### config.mk
export PLATFORM = sky130hd
export DESIGN_NAME = sort_collect_flat
export DESIGN_NICKNAME = d
export VERILOG_FILES = /design/src/rtl/sort_collect_if.sv /design/src/rtl/sort_collect.sv /design/src/flat_wrapper.sv
export SDC_FILE = /design/constraint.sdc
export NUM_CORES = 1
export LEC_CHECK = 0
export ABC_AREA = 1
export BUFFER_PORTS_ARGS = -buffer_cell sky130_fd_sc_hd__buf_2
export CAP_MARGIN = 20
export CORE_MARGIN = 8
export CORE_UTILIZATION = 59
export DETAILED_ROUTE_END_ITERATION = 10
export PLACE_DENSITY_LB_ADDON = 0.05
export RECOVER_POWER = 25
export SLEW_MARGIN = 20
export SYNTH_ARGS = -nofsm -noshare
export SYNTH_HDL_FRONTEND = slang
export SYNTH_SLANG_ARGS = --single-unit
### constraint.sdc
create_clock -name clk -period 5.5 [get_ports clk]
set_input_delay 0.275 -clock clk [delete_from_list [all_inputs] [get_ports clk]]
set_output_delay 0.275 -clock clk [all_outputs]
set_load 0.01 [all_outputs]
### src/rtl/sort_collect_if.sv
// Stream-in / random-read-out bundle between the sorter output and its collector.
// Optional checksum output exists only when SORT_COLLECT_CHECKSUM_EN is defined.
interface sort_collect_if #(
  parameter int WIDTH = 32,
  parameter int AW    = 3
);
  logic [WIDTH-1:0] d;
  logic             d_valid;
  logic             clear;
  logic             rd_en;
  logic [AW-1:0]    rd_addr;
  logic [WIDTH-1:0] rd_data;
  logic             rd_valid;
  logic             busy;
  logic             done;
  logic [AW:0]      count;
  logic             order_err;
  logic [AW-1:0]    err_index;
  logic             short_frame;
  logic             overflow;
`ifdef SORT_COLLECT_CHECKSUM_EN
  logic [WIDTH+AW-1:0] checksum;
`endif

  modport master (
    output d, d_valid, clear, rd_en, rd_addr,
    input  rd_data, rd_valid, busy, done, count, order_err, err_index,
           short_frame, overflow
`ifdef SORT_COLLECT_CHECKSUM_EN
    , input checksum
`endif
  );

  modport slave (
    input  d, d_valid, clear, rd_en, rd_addr,
    output rd_data, rd_valid, busy, done, count, order_err, err_index,
           short_frame, overflow
`ifdef SORT_COLLECT_CHECKSUM_EN
    , output checksum
`endif
  );
endinterface

### src/rtl/sort_collect.sv
// Captures one sorter frame, checks ordering/length, serves a 1-cycle read port; no backpressure
// (every valid word is taken or counted as overflow). Optional checksum: SORT_COLLECT_CHECKSUM_EN.
module sort_collect #(
  parameter int SIZE       = 8,
  parameter int WIDTH      = 32,
  parameter int DESCENDING = 1,
  parameter int AW         = 3
) (
  input logic          clk,
  input logic          rst,
  sort_collect_if.slave bus
);

  localparam logic [AW:0] SIZE_C = SIZE[AW:0];

  typedef enum logic [1:0] {S_IDLE, S_CAPTURE, S_DONE} state_t;

  state_t state, state_nxt;

  logic [WIDTH-1:0] mem [2**AW];
  logic [WIDTH-1:0] prev;
  logic [AW:0]      count_q;
  logic             order_err_q;
  logic [AW-1:0]    err_index_q;
  logic             short_q;
  logic             overflow_q;
  logic [WIDTH-1:0] rd_data_q;
  logic             rd_valid_q;

  logic start, accept, discard, finish, flush, violation;

  always_ff @(posedge clk or posedge rst) begin
    if (rst) state <= S_IDLE;
    else     state <= state_nxt;
  end

  // A valid word in DONE starts a new frame even if clear is also high.
  always_comb begin
    state_nxt = state;
    start     = 1'b0;
    accept    = 1'b0;
    discard   = 1'b0;
    finish    = 1'b0;
    flush     = 1'b0;
    case (state)
      S_IDLE: begin
        if (bus.d_valid) begin
          start     = 1'b1;
          state_nxt = S_CAPTURE;
        end
      end
      S_CAPTURE: begin
        if (bus.d_valid) begin
          if (count_q < SIZE_C) accept  = 1'b1;
          else                  discard = 1'b1;
        end else begin
          finish    = 1'b1;
          state_nxt = S_DONE;
        end
      end
      S_DONE: begin
        if (bus.d_valid) begin
          start     = 1'b1;
          state_nxt = S_CAPTURE;
        end else if (bus.clear) begin
          flush     = 1'b1;
          state_nxt = S_IDLE;
        end
      end
      default: state_nxt = S_IDLE;
    endcase
  end

  always_comb begin
    if (DESCENDING != 0) violation = bus.d > prev;
    else                 violation = bus.d < prev;
  end

  always_ff @(posedge clk or posedge rst) begin
    if (rst) begin
      prev        <= '0;
      count_q     <= '0;
      order_err_q <= 1'b0;
      err_index_q <= '0;
      short_q     <= 1'b0;
      overflow_q  <= 1'b0;
      rd_data_q   <= '0;
      rd_valid_q  <= 1'b0;
    end else begin
      rd_valid_q <= bus.rd_en;
      if (bus.rd_en) rd_data_q <= mem[bus.rd_addr];

      if (start) begin
        prev        <= bus.d;
        count_q     <= {{AW{1'b0}}, 1'b1};
        order_err_q <= 1'b0;
        err_index_q <= '0;
        short_q     <= 1'b0;
        overflow_q  <= 1'b0;
      end
      // Discarded overflow words still take part in the ordering check.
      if (accept || discard) begin
        prev <= bus.d;
        if (violation && !order_err_q) begin
          order_err_q <= 1'b1;
          err_index_q <= count_q[AW-1:0];
        end
      end
      if (accept)  count_q    <= count_q + 1'b1;
      if (discard) overflow_q <= 1'b1;
      if (finish)  short_q    <= count_q < SIZE_C;
      if (flush) begin
        order_err_q <= 1'b0;
        err_index_q <= '0;
        short_q     <= 1'b0;
        overflow_q  <= 1'b0;
      end
    end
  end

  // Frame storage is deliberately unreset; reads of unwritten slots return stale data.
  always_ff @(posedge clk) begin
    if (start)  mem[0]                 <= bus.d;
    if (accept) mem[count_q[AW-1:0]]   <= bus.d;
  end

`ifdef SORT_COLLECT_CHECKSUM_EN
  localparam int CW = WIDTH + AW;
  logic [CW-1:0] sum_q;

  always_ff @(posedge clk or posedge rst) begin
    if (rst)         sum_q <= '0;
    else if (start)  sum_q <= CW'(bus.d);
    else if (accept) sum_q <= sum_q + CW'(bus.d);
  end

  assign bus.checksum = sum_q;
`endif

  assign bus.rd_data     = rd_data_q;
  assign bus.rd_valid    = rd_valid_q;
  assign bus.busy        = (state == S_CAPTURE);
  assign bus.done        = (state == S_DONE);
  assign bus.count       = count_q;
  assign bus.order_err   = order_err_q;
  assign bus.err_index   = err_index_q;
  assign bus.short_frame = short_q;
  assign bus.overflow    = overflow_q;

endmodule

### src/flat_wrapper.sv
// flat-port wrapper written by rule: the top's interface ports become plain ports
module sort_collect_flat 
#(
  parameter int SIZE       = 8,
  parameter int WIDTH      = 32,
  parameter int DESCENDING = 1,
  parameter int AW         = 3
)
  (clk, rst, bus_d, bus_d_valid, bus_clear, bus_rd_en, bus_rd_addr, bus_rd_data, bus_rd_valid, bus_busy, bus_done, bus_count, bus_order_err, bus_err_index, bus_short_frame, bus_overflow);
  sort_collect_if #(.WIDTH(WIDTH), .AW(AW)) bus_i ();
  input logic clk;
  input logic rst;
  input wire logic [$bits(bus_i.d)-1:0] bus_d;
  input wire logic [$bits(bus_i.d_valid)-1:0] bus_d_valid;
  input wire logic [$bits(bus_i.clear)-1:0] bus_clear;
  input wire logic [$bits(bus_i.rd_en)-1:0] bus_rd_en;
  input wire logic [$bits(bus_i.rd_addr)-1:0] bus_rd_addr;
  output wire logic [$bits(bus_i.rd_data)-1:0] bus_rd_data;
  output wire logic [$bits(bus_i.rd_valid)-1:0] bus_rd_valid;
  output wire logic [$bits(bus_i.busy)-1:0] bus_busy;
  output wire logic [$bits(bus_i.done)-1:0] bus_done;
  output wire logic [$bits(bus_i.count)-1:0] bus_count;
  output wire logic [$bits(bus_i.order_err)-1:0] bus_order_err;
  output wire logic [$bits(bus_i.err_index)-1:0] bus_err_index;
  output wire logic [$bits(bus_i.short_frame)-1:0] bus_short_frame;
  output wire logic [$bits(bus_i.overflow)-1:0] bus_overflow;
  assign bus_i.d = bus_d;
  assign bus_i.d_valid = bus_d_valid;
  assign bus_i.clear = bus_clear;
  assign bus_i.rd_en = bus_rd_en;
  assign bus_i.rd_addr = bus_rd_addr;
  assign bus_rd_data = bus_i.rd_data;
  assign bus_rd_valid = bus_i.rd_valid;
  assign bus_busy = bus_i.busy;
  assign bus_done = bus_i.done;
  assign bus_count = bus_i.count;
  assign bus_order_err = bus_i.order_err;
  assign bus_err_index = bus_i.err_index;
  assign bus_short_frame = bus_i.short_frame;
  assign bus_overflow = bus_i.overflow;
  sort_collect #(.SIZE(SIZE), .WIDTH(WIDTH), .DESCENDING(DESCENDING), .AW(AW)) u_core (.clk(clk), .rst(rst), .bus(bus_i));
endmodule
==> After elaboration in Yosys (flattened, before gate mapping) <==
Memory sizes are Yosys's and may differ from the RTL's. A register that Yosys moved wholly into a read port is not among the register bits.
Index checks and enable logic that the tools add are counted.
{ "classes": {"addsub": 1, "mul": 0, "n_div": 0, "n_lt_le_gt_ge": 2, "eq_ne": 5, "shift": 0, "n_mux": 42, "n_bitwise": 0, "n_reduce_logical": 11} }
{ "op_table": {"columns": ["cell", "count"], "rows": [
  ["$mux W32", 3],
  ["$gt A32 B32 Y1", 1],
  ["$reduce_or A32 Y1", 1],
  ["$mux W1", 27],
  ["$mux W3", 5],
  ["$mux W2", 4],
  ["$mux W4", 2],
  ["$pmux W2 S3", 1],
  ["$reduce_bool A3 Y1", 2],
  ["$add A4 B1 Y4 const B", 1],
  ["$lt A4 B4 Y1 const B", 1],
  ["$ne A2 B2 Y1 const B", 2],
  ["$reduce_bool A2 Y1", 2],
  ["$ne A3 B3 Y1 const B", 1],
  ["$reduce_and A3 Y1", 1],
  ["$eq A2 B1 Y1 const B", 1],
  ["$eq A2 B2 Y1 const B", 1],
  ["$logic_not A2 Y1", 1],
  ["$reduce_or A2 Y1", 1],
  ["$logic_and A1 B1 Y1", 1],
  ["$logic_not A1 Y1", 1],
  ["$logic_or A1 B1 Y1", 1]
]} }
{ "totals": {"ff_bits": 45, "latchBits": 0, "mem_bits_rw": 256, "romBits": 0, "inputBits": 40, "elab_cells": 70, "n_memories": 1} }
{ "memory_table": {"columns": ["name", "words", "word_bits", "rd", "rd_ports_with_merged_regs", "wr", "line_no", "rtl"], "rows": [
  ["u_core.mem", 8, 32, 1, 1, 1, "sort_collect.sv:20", "logic [WIDTH-1:0] mem [2**AW];"]
]} }

==> Depth between registers and ports, before layout <==
Gate-level depths: netlist of run 1.
{ "depth": {"ltp_word": 8, "ltp_mapped": 17} }

==> Worst setup path after synthesis of run 1 <==
No wires, ideal clock.
{ "synth_path": {"path_kind": "flip-flop to flip-flop", "start": "register u_core.state[1]", "end": "memory u_core.mem[3][0] (enable)", "arrival_time_ps": 3984, "slack_ps": 1014, "stages_incl_launch_ff": 6, "n_path_buf": 0, "cell_sequence": "dfrtp_1 -> nor2_4 -> inv_2 -> nor3_4 -> inv_2 -> nor4_1"} }
{ "synth_between": {"elab_chain_len": 6, "elab_cells_between_ends": 13, "classes_between": "2 x eq/ne; 8 x mux; 3 x reduce/logical"} }
{ "synth_lines": {"columns": ["item", "line_no", "rtl"], "rows": [
  ["from (decl)", "sort_collect.sv:18", "state_t state, state_nxt;"],
  ["from (signal assigned)", "sort_collect.sv:34", "else state <= state_nxt;"],
  ["$eq A2 B1 Y1 *", null, null],
  ["named net bus_busy", "flat_wrapper.sv:20", "output wire logic [$bits(bus_i.busy)-1:0] bus_busy;"],
  ["$mux W1 *", "sort_collect.sv:45", "case (state)"],
  ["$mux W1 *", "sort_collect.sv:124", "if (accept) mem[count_q[AW-1:0]] <= bus.d;"],
  ["$mux W1 (not written as such) *", "sort_collect.sv:124", null],
  ["$reduce_or A32 Y1 (no source line)", null, null],
  ["$mux W3 (no source line) / $mux W1 (equally long branches)", null, null],
  ["to (decl)", "sort_collect.sv:20", null]
]} }
Mark *: on every way through the listed nets, which the timed path passes. The rest lies on a longest branch.

==> Final worst setup path of run 1 <==
{ "layout_path": {"start": "register u_core.state[1]", "end": "memory u_core.mem[1][31] (enable)"} }
{ "layout_between": {"elab_chain_len": 6, "elab_cells_between_ends": 13, "classes_between": "2 x eq/ne; 8 x mux; 3 x reduce/logical"} }
{ "layout_lines": {"columns": ["item", "line_no"], "rows": [
  ["$eq A2 B1 Y1, or another cell as far along", "sort_collect.sv:45"],
  ["$mux W1 / $reduce_or A2 Y1 (equally long branches)", null],
  ["$mux W1 (on tied branches)", null],
  ["$mux W1 (on tied branches)", "sort_collect.sv:124, sort_collect.sv:123"],
  ["$reduce_or A32 Y1 (no source line) / $mux W1 (equally long branches)", null],
  ["$mux W3 (no source line) / $mux W1 (equally long branches)", null]
]} }
Parallel ways exist; a longest one is shown, timed or not.

==> flow_summary.ini, run 1 <==
[route]
viasPerCell = 5.47
vias = 8299
drtAntennaViolNets = 0
drc = 0
dr.pass1.iters = 5
wirelength_um = 28700
drt_iter0_markers = 682
wl_per_cell_um = 18.9

[placed_design]
io_buffers = 84
gp_congestion = 0.790
dp_hpwl_um = 16700

[critical_path]
critical_path.cell_chain = nor2_4 -> inv_2 -> nor3_4 -> inv_2 -> nor2_2 -> nand2_1 -> inv_1 -> buf_4
cp_slowest_cell = buf_4
crit_required_ns = 5.66
cp.arrival_ns = 2.72
rrSetupSlack_ns = 2.94
start_kind = register
end_kind = register
path_common_cell = inv_2
cp_max_fo = 22
path_class = register to register
max_stage_delay_ns = 0.47

[clock_network]
cts_resized = 0
cts_root_buffer = clkbuf_16
hold_buffers = 1
cts_buffers = 35
cts_tree = done
clk-insertion-delay-late_ns = 0.51
cts_sinks = 333
clk_transition_reported_paths_ns = 0.06
h-tree-depth = 2
cts_setup_buffers = 0
max-clock-path-buffers = 3

[power]
finalPower_mw = 5.67
power.density_nw_per_um2 = 362
leakage_nw = 6.25
peakVddDrop_v = 0.000269

[logic_synthesis]
synth.avg_cell_area_um2 = 12.8
synth-seq-area-share = 0.694
ys_warn_count = 0
netlist_instances = 1086
synth_top_area_cell = edfxtp_1
syn_nets = 1159
ys_types = 30
synth_area_leaders = edfxtp_1 (55%), dfrtp_1 (14%), o21ai_0 (4.7%)
netlist_area_um2 = 13900
synth_top_cell_area_share = 0.555
ys_ff_latch = 333

[grt]
grt_pass1_wl_um = 45700
overflow = 0
antenna_found_initial = 0
grt_max_degree = 68
grt_pass1_vias = 8333
grt_use_total = 0.205

[sta]
tightest_slew_ns = 0.954
relSlewSlack = 0.364
fmaxAchievable_mhz = 391
hold_violations = 0
fin_crit_sh = 0.465
min_period_ns = 2.56
setup_viol = 0
holdWs_ns = 0.0274
rsz0062_at_grt = false
fin_skew_ns = 0.0131
tns_ns = 0
slew_viol_final = 0

[final_layout]
fillers = 1710
diodes = 0
final_cell_mix = edfxtp_1 (256), inv_1 (150), o21ai_0 (129), nand2_1 (87), a21oi_1 (82)
final_common_cell = edfxtp_1
syn_to_final_growth_pct = 12.9
multi_input_area_um2 = 3380
fin_nets = 1245
drive_gt1_frac = 0.116
seq_area_um2 = 9610

[floorplan]
die_x_um = 169
io_pins = 85
start_util = 0.596
die-area_um2 = 28700
rows = 56
die_h_um = 169
core_area_um2 = 23300

[hold_path]
hp-class = primary input to register

[outcome]
status = complete, no violations

[flow_run]
maxCapViolations = 0
-- synth_stat cells (all sizes together) --
cell    instances
a21o            1
a21oi          82
buf            22
clkbuf         31
dfrtp          77
edfxtp        256
ha             33
inv           157
mux2i          64
nand2          87
nand3          28
nand4           4
nor2           26
nor3            2
nor4            1
o211ai         64
o21a            2
o21ai         147
o22ai           1
o31ai           1
-- path summary, 6_finish.rpt --
kind,from,to,cells after the start
hold / removal,bus_clear,u_core.state[1]$_DFFE_PP0P_,4
setup / recovery,u_core.state[1]$_DFFE_PP0P_,u_core.mem[1][31]$_DFFE_PP_,8
setup reg to reg,u_core.state[1]$_DFFE_PP0P_,u_core.mem[1][31]$_DFFE_PP_,8
min in group asynchronous,rst,u_core.prev[15]$_DFFE_PP0P_,3
hold reg to reg,u_core.bus.rd_data[28]$_DFFE_PP0P_,u_core.bus.rd_data[28]$_DFFE_PP0P_,2
max in group asynchronous,rst,u_core.prev[24]$_DFFE_PP0P_,4
-- state kept, by name (all words and copies together) (netlist names) --
register,cells
u_core.bus.count,4
u_core.bus.err_index,3
u_core.bus.order_err,1
u_core.bus.overflow,1
u_core.bus.rd_data,32
u_core.bus.rd_valid,1
u_core.bus.short_frame,1
u_core.mem,256
u_core.prev,32
u_core.state,2
-- layout make-up --
class,count,share of cell area
sequential,333,0.615
multi-input combinational,543,0.216
clock buffer,50,0.0621
inverter,157,0.0378
timing repair buffer,102,0.0353
tap,319,0.0255
clock inverter,14,0.00840
-- report_power, final --
part | switching (mW) | leakage, nW | internal, mW
Clock | 0.914 | 0.541 | 1.33
Sequential | 0.0494 | 3.27 | 2.85
Combinational | 0.352 | 2.44 | 0.166
Total | 1.32 | 6.25 | 4.35
-- critical path: cells and delay by family (launching register included) --
kind | cells | cell delay [ns]
buffers and inverters | 4 | 1.07
and+or+nand+nor | 4 | 0.71
DFF | 1 | 0.42
-- metrics by stage --
step	instances	setup slack [ns]	cell area [um2]	utilization
2_1_floorplan	1086	1.01	13900	-
3_3_place_gp	1452	3.00	14500	0.625
3_5_place_dp	1452	2.94	14500	0.625
4_1_cts	1517	2.94	15600	0.673
5_1_grt	1518	2.77	15600	0.672
6_report	1518	2.94	15600	0.672
-- layer usage --
metal | wire (um) | track usage | vias to the layer above | share of wire
met4 | 437 | 0.0477 | 0 | 0.015
li1 | - | - | 4034 | -
met5 | 0 | 0 | - | 0
met1 | 13300 | 0.282 | 4039 | 0.46
met3 | 1250 | 0.0312 | 35 | 0.044
met2 | 13700 | 0.340 | 191 | 0.48
-- kinds of logic after synthesis --
| group | synth area share |
|---|---|
| simple gates | 0.0452 |
| compound gates | 0.120 |
| buf+inv | 0.0651 |
| fa+ha+maj | 0.0298 |
| flops | 0.694 |
| mux | 0.0462 |
Note: power is estimated with default switching activity, not from simulation.
==> run 2: changes to the inputs <==
clock period = 2.5 ns   (was 5.5 ns; I/O delays follow)
==> run 2 against run 1 <==
Design area up 4.0%. Via count up 3.2%. Utilization up 2.7 points. Global-route usage up 0.45 points. Clock-buffer cell count up 1. Clock skew down 0.0021 ns. The run now ends with capacitance limit, slew limit left. Register-to-register slack worse by 2.5 ns. Cell count up 2.6%. Power up 130%. Die area unchanged.
==> flow_summary.ini, run 2 (synthesized netlist as in run 1, its figures left out) <==
[critical_path]
critPathBufInv = 3
start_kind = primary input
reg2reg_depth = 6
end_kind = register
max_stage_delay_ns = 0.52
crit_required_ns = 2.90
cp_slowest_cell = dlygate4sd3_1
rrSetupSlack_ns = 0.42
crit_family = buffers and inverters
path_common_cell = nand2_1
critical_path.cell_chain = dlygate4sd3_1 -> clkbuf_1 -> ha_1 -> nand2_1 -> nand2_1 -> nand2_1 -> nand2_1 -> nand2_1 -> nand3_1 -> a21oi_1 -> nand2_1 -> nand2_1 -> nand2_1 -> nand2_1 -> inv_1
cp.arrival_ns = 2.54
crit-reg2reg-launch = u_core.state[1]$_DFFE_PP0P_
cp_max_fo = 10
rr_endpoint = u_core.mem[0][17]$_DFFE_PP_
path_class = primary input to register

[grt]
grt_pass1_vias = 8786
grt_max_degree = 87
antenna_found_initial = 0
grt_use_total = 0.209
overflow = 0
grt_pass1_wl_um = 46800

[clock_network]
cts_sinks = 333
h-tree-depth = 2
cts_root_buffer = clkbuf_16
cts_tree = done
cts_buffers = 36
max-clock-path-buffers = 3
clk_transition_reported_paths_ns = 0.06
clk-insertion-delay-late_ns = 0.51
cts_setup_buffers = 0

[floorplan]
core_area_um2 = 23300
die_h_um = 169
io_pins = 85
start_util = 0.596
die_x_um = 169
die-area_um2 = 28700
rows = 56

[final_layout]
fin_util = 0.699
regMostFlops = u_core.mem
final_cell_mix = edfxtp_1 (256), inv_1 (150), o21ai_0 (129), nand2_1 (87), a21oi_1 (82)
syn_to_final_growth_pct = 17.4
fin_nets = 1287
largest_register_ffs = 256
fillers = 1667
diodes = 0
final_common_cell = edfxtp_1
drive_gt1_frac = 0.119

[sta]
tightest_slew_ns = 1.73
setup_viol = 0
fin_crit_sh = 0.857
fmaxAchievable_mhz = 467
relSlewSlack = -0.154
min_period_ns = 2.14
hold_violations = 0
rsz0062_at_grt = false
slew_viol_final = 34
fin_skew_ns = 0.0110
finalWorstSetupSlack_ns = 0.357
tns_ns = 0

[route]
viasPerCell = 5.50
wl_per_cell_um = 18.9
dr.pass1.iters = 5
vias = 8563
drt_iter0_markers = 635
drtAntennaViolNets = 0
wirelength_um = 29400
drc = 0

[power]
comb_power_share = 0.096
clkPwrFrac = 0.409
internal_power_mw = 9.94
power.density_nw_per_um2 = 792
p_sw_mw = 2.95
seqPwrFrac = 0.495
peakVddDrop_v = 0.000582
switching_share = 0.229
leakage_nw = 6.52

[hold_path]
hold_depth = 3
hp-class = primary input to register
hp-start = bus_d_valid
hold_end = u_core.prev[0]$_DFFE_PP0P_

[outcome]
status = finished with violations
violations = capacitance limit, slew limit

[placed_design]
gp_congestion = 0.811
place_ws_ns = 0.160
dp_hpwl_um = 17200
io_buffers = 84

[flow_run]
maxCapViolations = 1
==> run 2: cell types whose count changed in the layout (fill, tap and decap cells not counted) <==
cell	before	now
nor3_2	1	0
inv_6	3	0
bufinv_16	2	4
dlygate4sd3_1	1	35
nor4_2	1	0
clkbuf_16	35	37
clkinv_2	4	6
nor4_4	0	1
buf_12	0	12
buf_4	16	11
nor3_4	1	2
clkinv_1	5	2
clkbuf_8	4	3
==> run 2: per-layer routing <==
layer / share of wire / GRT usage / routed length, um / vias up
li1: - / - / - / 4114
met1: 0.45 / 0.274 / 13100 / 4216
met5: 0 / 0 / 0 / -
met4: 0.025 / 0.0669 / 725 / 0
met3: 0.045 / 0.0365 / 1320 / 57
met2: 0.48 / 0.351 / 14200 / 176
==> run 2: worst max path at each step <==
stage | from | endpoint | slack (ns) | cells past startpoint
global route | bus_d[17] | u_core.bus.err_index[0]$_DFF_PP0_ | 0.22 | 15
global placement | u_core.state[1]$_DFFE_PP0P_ | u_core.mem[0][0]$_DFFE_PP_ | 0.23 | 5
finish | bus_d[17] | u_core.bus.err_index[0]$_DFF_PP0_ | 0.36 | 15
CTS | u_core.state[1]$_DFFE_PP0P_ | u_core.mem[0][25]$_DFFE_PP_ | 0.14 | 5
detailed placement | u_core.state[1]$_DFFE_PP0P_ | u_core.mem[0][22]$_DFFE_PP_ | 0.16 | 5
floorplan | u_core.state[1]$_DFFE_PP0P_ | u_core.mem[4][0]$_DFFE_PP_ | -0.28 | 5
==> run 2: repair_timing <==
action	in CTS	in global routing
endpoints found under the setup margin	0	0
hold endpoints to repair	364	0
hold buffers	35	0
gates resized for setup	0	0
==> run 2: tightest hold or removal path: stages <==
cell and delay (ns):
buf_2 0.12, nand2_1 0.14, o21ai_0 0.09
==> run 2: cell type report <==
type,count,area [um2],share of cell area
multi-input combinational,543,3400,0.209
inverter,157,591,0.0363
sequential,333,9610,0.591
clock buffer,51,1010,0.0620
timing repair buffer,143,1090,0.0673
tap,319,399,0.0245
clock inverter,12,164,0.0101
==> run 2: power groups by stage <==
| stage | Clock, mW | Combinational, mW | Sequential [mW] |
|---|---|---|---|
| after floorplan | 0 | 0.694 | 6.52 |
| after global placement | 0 | 1.17 | 6.48 |
| after detailed placement | 0 | 1.20 | 6.49 |
| after CTS | 5.36 | 1.25 | 6.38 |
| after global routing | 5.56 | 1.40 | 6.41 |
| final | 5.27 | 1.24 | 6.38 |
==> run 2: metrics by stage <==
step	hold WS, ns	cell area, um2	power (mW)	cells
detailed placement	0.261	14800	7.69	1459
CTS	0.0291	16300	13.0	1557
floorplan	0.156	13900	7.21	1086
finish	0.0334	16300	12.9	1558
global placement	0.249	14800	7.65	1459
global route	0.0570	16300	13.4	1558
==> run 3: changes to the inputs <==
CORE_UTILIZATION = 60   (was 59)
==> run 3 against run 2 <==
The flow now finishes without violations. Setup slack gained 0.021 ns. Combinational power is essentially flat. Clock-buffer cell count is the same. Register-to-register slack lost 0.04 ns. Non-clock buffer count grew 5. Critical path depth shrank 6. Clock skew grew 0.0033 ns. Cell count shrank 1.7%. Power shrank 2.7%. Clock power shrank 6.6%. Die area shrank 1.5%.
==> flow_summary.ini, run 3 (synthesized netlist as in run 1, its figures left out) <==
[outcome]
status = complete, no violations

[final_layout]
largest_register_ffs = 256
instances_no_fill = 1531
fin_util = 0.713
final_cell_mix = edfxtp_1 (256), inv_1 (150), o21ai_0 (129), nand2_1 (87), a21oi_1 (82)
fin_nets = 1292
regMostFlops = u_core.mem
final_common_cell = edfxtp_1
drive_gt1_frac = 0.122
syn_to_final_growth_pct = 16.5
diodes = 0

[sta]
min_period_ns = 2.12
relSlewSlack = 0.0279
slew_viol_final = 0
fin_crit_sh = 0.849
hold_violations = 0
setup_viol = 0
finalWorstSetupSlack_ns = 0.378
fin_skew_ns = 0.0143
rsz0062_at_grt = false
holdWs_ns = 0.196
tightest_slew_ns = 1.46
fmaxAchievable_mhz = 471

[placed_design]
io_buffers = 84
dp_hpwl_um = 17800
dp_cells = 1431
gp_congestion = 0.839
place_ws_ns = 0.176

[power]
leakage_nw = 6.49
internal_power_mw = 9.59
peakVddDrop_v = 0.000752
seqPwrFrac = 0.508
clkPwrFrac = 0.393
comb_power_share = 0.099
power.density_nw_per_um2 = 777
switching_share = 0.235
p_sw_mw = 2.95

[route]
drt_iter0_markers = 706
dr.pass1.iters = 5
vias = 8557
drtAntennaViolNets = 0
viasPerCell = 5.59
wirelength_um = 29400
wl_per_cell_um = 19.2
drc = 0

[clock_network]
cts_tree = done
clk_transition_reported_paths_ns = 0.06
h-tree-depth = 2
max-clock-path-buffers = 3
clk-insertion-delay-late_ns = 0.52
cts_sinks = 333
cts_resized = 0
cts_buffers = 36
cts_setup_buffers = 0
cts_root_buffer = clkbuf_16
hold_buffers = 34

[critical_path]
cp.arrival_ns = 2.33
rr_endpoint = u_core.mem[7][28]$_DFFE_PP_
crit-reg2reg-launch = u_core.state[0]$_DFFE_PP0P_
cp_max_fo = 15
reg2reg_depth = 9
crit_required_ns = 2.71
end_kind = register
start_kind = register
rrSetupSlack_ns = 0.38
path_class = register to register

[grt]
grt_pass1_wl_um = 46000
grt_pass1_vias = 8475
grt_use_total = 0.208
antenna_found_initial = 0
grt_max_degree = 98
overflow = 0

[hold_path]
hold_end = u_core.bus.rd_data[11]$_DFFE_PP0P_
hp-start = bus_rd_addr[2]
hp-class = primary input to register
hold_depth = 4

[floorplan]
rows = 55
io_pins = 85
core_area_um2 = 22600
die-area_um2 = 28200
die_x_um = 168
start_util = 0.612
die_h_um = 168

[flow_run]
maxCapViolations = 0
==> run 3: worst max-delay path, cell delays in order, from the launching register on <==
cell     delay, ns
dfrtp_1       0.40
inv_2         0.06
nor2_4        0.11
inv_2         0.06
nor3_4        0.23
inv_2         0.13
nor2_2        0.24
inv_2         0.10
nor2_4        0.26
buf_12        0.21
==> run 3: area by class of cell <==
class | instances | area (um2)
sequential | 333 | 9610
clock buffer | 51 | 988
inverter | 157 | 591
tap | 285 | 357
multi-input combinational | 543 | 3400
timing repair buffer | 148 | 1090
fill | 1565 | 6490
clock inverter | 14 | 106
==> run 3: layer usage <==
layer | part of all wire | track usage
met1 | 0.44 | 0.281
met2 | 0.48 | 0.346
met3 | 0.053 | 0.0374
met4 | 0.018 | 0.0551
met5 | 0 | 0
==> run 3: power groups by stage <==
stage / Clock, mW / Sequential, mW / Combinational (mW)
global placement: 0 / 6.48 / 1.18
detailed placement: 0 / 6.49 / 1.20
CTS: 4.98 / 6.38 / 1.25
global route: 5.19 / 6.40 / 1.40
floorplan: 0 / 6.52 / 0.694
finish: 4.92 / 6.38 / 1.24
==> run 3: stage by stage <==
step                total power [mW]  TNS [ns]  area [um2]
detailed placement              7.69         0       14700
floorplan                       7.21    -21.08       13900
global route                    13.0         0       16100
finish                          12.5         0       16100
CTS                             12.6         0       16200
global placement                7.65         0       14700
==> run 3: worst max-delay path by stage <==
| stage | from | end | slack, ns | cells past startpoint |
|---|---|---|---|---|
| floorplan | u_core.state[1]$_DFFE_PP0P_ | u_core.mem[4][0]$_DFFE_PP_ | -0.28 | 5 |
| detailed placement | u_core.state[0]$_DFFE_PP0P_ | u_core.mem[0][28]$_DFFE_PP_ | 0.18 | 9 |
| global placement | u_core.state[1]$_DFFE_PP0P_ | u_core.mem[0][28]$_DFFE_PP_ | 0.25 | 5 |
| global route | u_core.state[0]$_DFFE_PP0P_ | u_core.mem[7][28]$_DFFE_PP_ | 0.20 | 9 |
| finish | u_core.state[0]$_DFFE_PP0P_ | u_core.mem[7][28]$_DFFE_PP_ | 0.38 | 9 |
| CTS | u_core.state[0]$_DFFE_PP0P_ | u_core.mem[0][18]$_DFFE_PP_ | 0.17 | 9 |
